### src/rtl/du_word_serializer.sv
// du_word_serializer: streams one DWORD-bit debug word to the UART, one BYTE per transaction,
// most-significant byte first, aborting the word if the UART stops returning tx_done.
module du_word_serializer #(
   parameter int unsigned BYTE       = 8,
   parameter int unsigned DWORD      = 32,
   parameter int unsigned NB_TIMEOUT = 20
) (
   input  logic             i_clock,
   input  logic             i_reset,
   input  logic             i_word_valid,
   input  logic [DWORD-1:0] i_word,
   output logic             o_word_ready,
   input  logic             i_tx_done,
   output logic [BYTE-1:0]  o_tx_data,
   output logic             o_tx_start,
   output logic             o_busy,
   output logic             o_word_done,
   output logic             o_error
);

   localparam int unsigned NB_BYTES = DWORD / BYTE;
   localparam int unsigned NB_CNT   = (NB_BYTES > 1) ? $clog2(NB_BYTES) : 1;
   localparam logic [NB_CNT-1:0] LAST_BYTE = NB_CNT'(NB_BYTES - 1);

   typedef enum logic [1:0] {StIdle, StStart, StWait, StDone} state_e;

   state_e                state_q, state_d;
   logic [DWORD-1:0]      shreg_q, shreg_d, shreg_next;
   logic [NB_CNT-1:0]     cnt_q, cnt_d;
   logic [NB_TIMEOUT-1:0] wdog_q, wdog_d, wdog_inc;
   logic [BYTE-1:0]       tx_data_q, tx_data_d;
   logic                  err_q, err_d;

   assign shreg_next = shreg_q << BYTE;
   assign wdog_inc   = wdog_q + NB_TIMEOUT'(1);

   always_comb begin
      state_d   = state_q;
      shreg_d   = shreg_q;
      cnt_d     = cnt_q;
      wdog_d    = wdog_q;
      tx_data_d = tx_data_q;
      err_d     = err_q;
      unique case (state_q)
         StIdle: begin
            if (i_word_valid) begin
               shreg_d   = i_word;
               cnt_d     = '0;
               wdog_d    = '0;
               err_d     = 1'b0;
               // Latch the MSB byte now so o_tx_data is already valid during START.
               tx_data_d = i_word[DWORD-1 -: BYTE];
               state_d   = StStart;
            end
         end
         StStart: state_d = StWait;
         StWait: begin
            wdog_d = wdog_inc;
            // tx_done takes priority over a timeout landing in the same cycle.
            if (i_tx_done) begin
               if (cnt_q == LAST_BYTE) begin
                  state_d = StDone;
               end else begin
                  shreg_d   = shreg_next;
                  cnt_d     = cnt_q + NB_CNT'(1);
                  wdog_d    = '0;
                  tx_data_d = shreg_next[DWORD-1 -: BYTE];
                  state_d   = StStart;
               end
            end else if (&wdog_inc) begin
               err_d   = 1'b1;
               state_d = StIdle;
            end
         end
         StDone:  state_d = StIdle;
         default: state_d = StIdle;
      endcase
   end

   always_ff @(posedge i_clock) begin
      if (i_reset) begin
         state_q   <= StIdle;
         shreg_q   <= '0;
         cnt_q     <= '0;
         wdog_q    <= '0;
         tx_data_q <= '0;
         err_q     <= 1'b0;
      end else begin
         state_q   <= state_d;
         shreg_q   <= shreg_d;
         cnt_q     <= cnt_d;
         wdog_q    <= wdog_d;
         tx_data_q <= tx_data_d;
         err_q     <= err_d;
      end
   end

   assign o_word_ready = (state_q == StIdle);
   assign o_busy       = (state_q != StIdle);
   assign o_tx_start   = (state_q == StStart);
   assign o_word_done  = (state_q == StDone);
   assign o_tx_data    = tx_data_q;
   assign o_error      = err_q;

endmodule
### config.mk
export PLATFORM = sky130hd
export DESIGN_NAME = du_word_serializer
export DESIGN_NICKNAME = d
export VERILOG_FILES = /design/src/rtl/du_word_serializer.sv
export SDC_FILE = /design/constraint.sdc
export NUM_CORES = 1
export LEC_CHECK = 0
export CAP_MARGIN = 15
export CORE_ASPECT_RATIO = 0.9
export CORE_UTILIZATION = 47
export CTS_CLUSTER_SIZE = 24
export DETAILED_ROUTE_END_ITERATION = 10
export PLACE_DENSITY_LB_ADDON = 0.2
export SYNTH_ARGS = -nofsm -noshare
export SYNTH_HDL_FRONTEND = slang
export SYNTH_SLANG_ARGS = --single-unit
### constraint.sdc
create_clock -name i_clock -period 1.65 [get_ports i_clock]
set_input_delay 0.2475 -clock i_clock [delete_from_list [all_inputs] [get_ports i_clock]]
set_output_delay 0.2475 -clock i_clock [all_outputs]
set_load 0.03 [all_outputs]
Yosys cells after proc, flatten, opt, wreduce, memory -nomap -nowiden
Cells that the tools add are included.

Input bits: 36. Word-level logic and storage cells: 51. Output and inout port bits: 13. Register bits: 57.

Eq/ne operators: 10. $add $sub $neg: 2. Reduce and logical (&&, ||, !) cells: 8. Muxes and demuxes: 25.

Operator list (number): $mux W24 (3); $mux W20 (3); $pmux W24 S2 (1); $pmux W20 S2 (1); $mux W8 (3); $add A20 B1 Y20 const B (1); $reduce_and A20 Y1 (1); $pmux W8 S2 (1); $mux W2 (7); $ne A2 B2 Y1 const B (5); $pmux W2 S4 (1); $reduce_and A4 Y1 (2); $eq A2 B2 Y1 const B (3); $pmux W2 S2 (1); $reduce_and A2 Y1 (2); $reduce_bool A2 Y1 (2); $mux W1 (3); $ne A3 B3 Y1 const B (1); $add A2 B1 Y2 const B (1); $eq A2 B1 Y1 const B (1); $logic_not A2 Y1 (1); $pmux W1 S2 (1).

Depth between registers and ports, before layout
Depth in word-level cells: 5. Depth in mapped cells: 8. Depth with buffers taken out: 6.

Worst setup path before layout
OpenSTA, ideal clock, no wires.

Path type: register to register. Start point: register wdog_q[1]. End point: register state_q[1]. Buffers on the path: 0. Stages on the path, launching flop included: 7. Period minus slack after synthesis: 1.753 ns. Setup time: 0.120 ns. Required time: 1.530 ns. Data arrival time: 1.634 ns. Setup slack: -0.103 ns. Cells stage by stage: dfxtp_1 ha_1 nand3_1 nor4_2 xor2_1 nand4_1 o31a_1.

Longest elaborated chain between the ends: 4.

Ends and longest elaborated chain: start, declared (RTL line 30) `logic [NB_TIMEOUT-1:0] wdog_q, wdog_d, wdog_inc;`; start signal, assigned (RTL line 92) `wdog_q <= wdog_d;`; $add A20 B1 Y20 (RTL line 35) `assign wdog_inc = wdog_q + NB_TIMEOUT'(1);`; $reduce_and A20 Y1 (RTL line 70) `end else if (&wdog_inc) begin`; $ne A3 B3 Y1 (no source line); $reduce_and A2 Y1 (no source line); end signal, assigned (RTL line 82) `state_q <= StIdle;`; end signal, assigned (RTL line 89) `state_q <= state_d;`; end, declared (RTL line 27) `state_e state_q, state_d;`.

Every way passes these cells. A chain may end at the register's enable or synchronous reset.

Final worst setup path
Start point: register wdog_q[0]. End point: register state_q[1].

Same word-level chain as after synthesis.

==> run_results.csv <==
group,metric,value,unit
placement,io_buffer_count,48,
route,vias,2644,
yosys,yosysTopAreaCellShare,40.8,%
route,antenna_left,0,
yosys,synthTopCellsByArea,"dfxtp_1, mux2i_1, nor2_1",
critical_path,start_kind,"register",
min_path,hold_depth,2,
route,wirelength,6950,µm
die,die_x,83.3,µm
yosys,avgSynthCellArea,8.84,µm²
min_path,min_to,"wdog_q[3]$_SDFFE_PP0P_",
placement,place_congestion,0.866,
clock_network,clock_path_buffers,2,
yosys,synth.yosys.seq_area_share,40.8,%
timing,setup_viol,1,
die,core,5690,µm²
die,rows,26,
die,die_area,6260,µm²
clock_network,root_buffer,"clkbuf_8",
critical_path,critPathArrivalTime,1.92,ns
timing,slew_violations,0,
yosys,ys_ff_latch,57,
pwr,switching_power,898,µW
timing,max_freq,592,MHz
clock_network,clk_pin_slew,0.07,ns
clock_network,tritoncts,"built",
clock_network,cts-buffers-inserted,9,
route,drtIter0Drc,153,
final_layout,drive_gt1_share,25.6,%
yosys,syn_area,2790,µm²
clock_network,cts.sink_count,57,
route,drt-pass1-iter-count,4,
final_layout,nets,436,
pwr,p_per_area,896,nW/µm²
placement,place_ws,-0.309,ns
critical_path,cp-startpoint,"wdog_q[0]$_SDFFE_PP0P_",
timing,rsz0062_at_grt,"true",
min_path,hp-start,"i_reset",
placement,hpwl,4570,µm
outcome,failed_checks,"negative setup slack",
yosys,synthFlopType,"dfxtp_1",
die,ios,49,
min_path,hold_class,"in2reg",
critical_path,rr_worst_depth,6,
critical_path,required,1.88,ns
yosys,ys_types,45,
die,die_h,75.1,µm
pwr,seq_power_share,41.8,%
critical_path,path_max_fanout,4,
critical_path,r2r_setup_slack,-0.04,ns
global_route,grt_pass1_vias,2347,
critical_path,timing.rr.end,"state_q[1]$_SDFFE_PP0P_",
global_route,overflow,0,
pwr,p_int,2690,µW
pwr,p_sw_share,25.0,%
yosys,synth_common_cells,"dfxtp_1, nor2_1, a211oi_1, mux2i_1, a21oi_1",
timing,maxSlewHeadroom,77.9,%
critical_path,crit_type,"reg2reg",
timing,finalClockSkew,0.00506,ns
clock_network,cts_hold_buf,0,
outcome,status,"complete, but fails checks",
critical_path,rr_startpoint,"wdog_q[0]$_SDFFE_PP0P_",
pwr,p_total,3590,µW
timing,fin_crit_sh,102,%
yosys,synth_most_common_cell,"dfxtp_1",
die,initial_core_util,49.1,%
timing,layout_setup_ws,-0.0391,ns
route,vias_per_cell,5.60,
route,drc,0,
global_route,grt_max_degree,49,
final_layout,areaGrowthSynthToFinish,43.4,%
timing,finalHoldViolCount,0,
yosys,synth_edf_count,0,
clock_network,htree_levels,3,
yosys,syn-instance-count,316,
yosys,synthesis.nets,355,
timing,layout_min_cycle_time,1.69,ns
global_route,grt_pass1_wl,11100,µm
route,wire_per_inst,14.7,µm
global_route,gr-usage-all-layers,22.8,%
clock_network,clk_latency,0.34,ns
critical_path,endpoint_kind,"register",
job,maxCapViolCount,0,
pwr,p_clk_share,43.0,%
global_route,antenna_found_initial,0,
pwr,ir_worst_vdd,0.731,mV
timing,worstMarginPinSlew,0.329,ns
final_layout,diodes,0,
yosys,synth_area_leader_cell,"dfxtp_1",
yosys,synth-async-reset-ratio,0,%
pwr,p_leak,0.00177,µW
pwr,p_comb_share,15.2,%
yosys,yosysWarnings,0,
==> state kept, by name, summed over array words and instances (netlist names) <==
register and count:
cnt_q 2, state_q 2, shreg_q 24, o_tx_data 8, o_error 1, wdog_q 20
==> how the worst max path moves through the flow <==
stage	endpoint	depth (start not counted)
after floorplan	shreg_q[12]$_SDFFE_PP0P_	8
final	state_q[1]$_SDFFE_PP0P_	6
after global routing	state_q[1]$_SDFFE_PP0P_	6
after detailed placement	wdog_q[10]$_SDFFE_PP0P_	6
after CTS	state_q[1]$_SDFFE_PP0P_	5
after global placement	wdog_q[10]$_SDFFE_PP0P_	6
==> cell usage in the layout (no fill, tap or decap), types with 3 or more instances in the layout <==
cell type	instances
nand2_1	9
a21o_1	4
o21ai_0	10
nor2_1	53
dfxtp_2	12
xor2_1	3
buf_6	6
or3_1	4
clkbuf_8	12
mux2i_1	25
a21oi_1	13
buf_4	39
a31oi_1	4
clkdlybuf4s50_1	40
nand4_1	6
xnor2_1	3
a311oi_1	6
a211oi_1	26
nand3_1	6
nor3_1	6
dfxtp_1	45
and4_1	5
dlymetal6s2s_1	3
a22oi_1	11
==> power groups by stage <==
stage / Clock, µW / Combinational (µW) / Sequential, µW
final: 1540 / 545 / 1500
after global routing: 1640 / 594 / 1510
after CTS: 1560 / 536 / 1500
after detailed placement: 0 / 535 / 1530
after global placement: 0 / 528 / 1530
after floorplan: 0 / 274 / 1560
==> stage by stage <==
step                      hold WS (ns)  utilization [%]  area, µm²  TNS [ns]  instances
after CTS                        0.285             69.2       3940   -0.0524        472
final                            0.311             70.4       4010   -0.0391        472
after global placement           0.480             63.5       3620     -6.07        453
after detailed placement         0.490             63.5       3620     -8.42        453
after floorplan                  0.396                -       2800   -0.0412        316
after global routing             0.316             70.4       4010    -0.629        472
==> cells by family (layout without fill, tap and decap cells) <==
family / after synthesis / after routing / share of synthesized area [%]
AO/OA/AOI/OAI: 81 / 81 / 20.6
XOR/XNOR: 7 / 7 / 2.19
adder cells (fa/ha/maj): 3 / 3 / 1.34
buffers and inverters: 28 / 114 / 4.52
flip-flops: 57 / 57 / 40.8
multiplexers: 25 / 25 / 8.96
AND/OR/NAND/NOR: 115 / 115 / 21.5
==> routing by layer <==
layer	GRT usage (%)	wire [µm]	share of wire [%]
met1	31.8	3310	48
met4	4.60	57	0.82
met5	0	0	0
met3	7.89	421	6.1
met2	34.6	3160	46
==> layout make-up <==
class	count	area, µm²
Clock buffer	12	165
Clock inverter	4	73.8
Fill cell	432	1690
Inverter	3	11.3
Multi-Input combinational cell	231	1640
Sequential cell	57	1160
Tap cell	70	87.6
Timing Repair Buffer	95	877
==> timing repair <==
| item | CTS | global route |
|---|---|---|
| gates resized for setup | 20 | 25 |
| cloned | 0 | 0 |
| setup buffers | 3 | 0 |
| pin swaps | 8 | 9 |
| endpoints found under the setup margin | 15 | 58 |
==> worst max-delay path, cell delays in order (launching register included) <==
cell	delay (ns)
dfxtp_2	0.36
ha_4	0.16
nand3_4	0.11
nor4_4	0.29
xor2_1	0.18
nand4_1	0.16
o31a_1	0.32
Note: power is estimated with default switching activity, not from simulation.
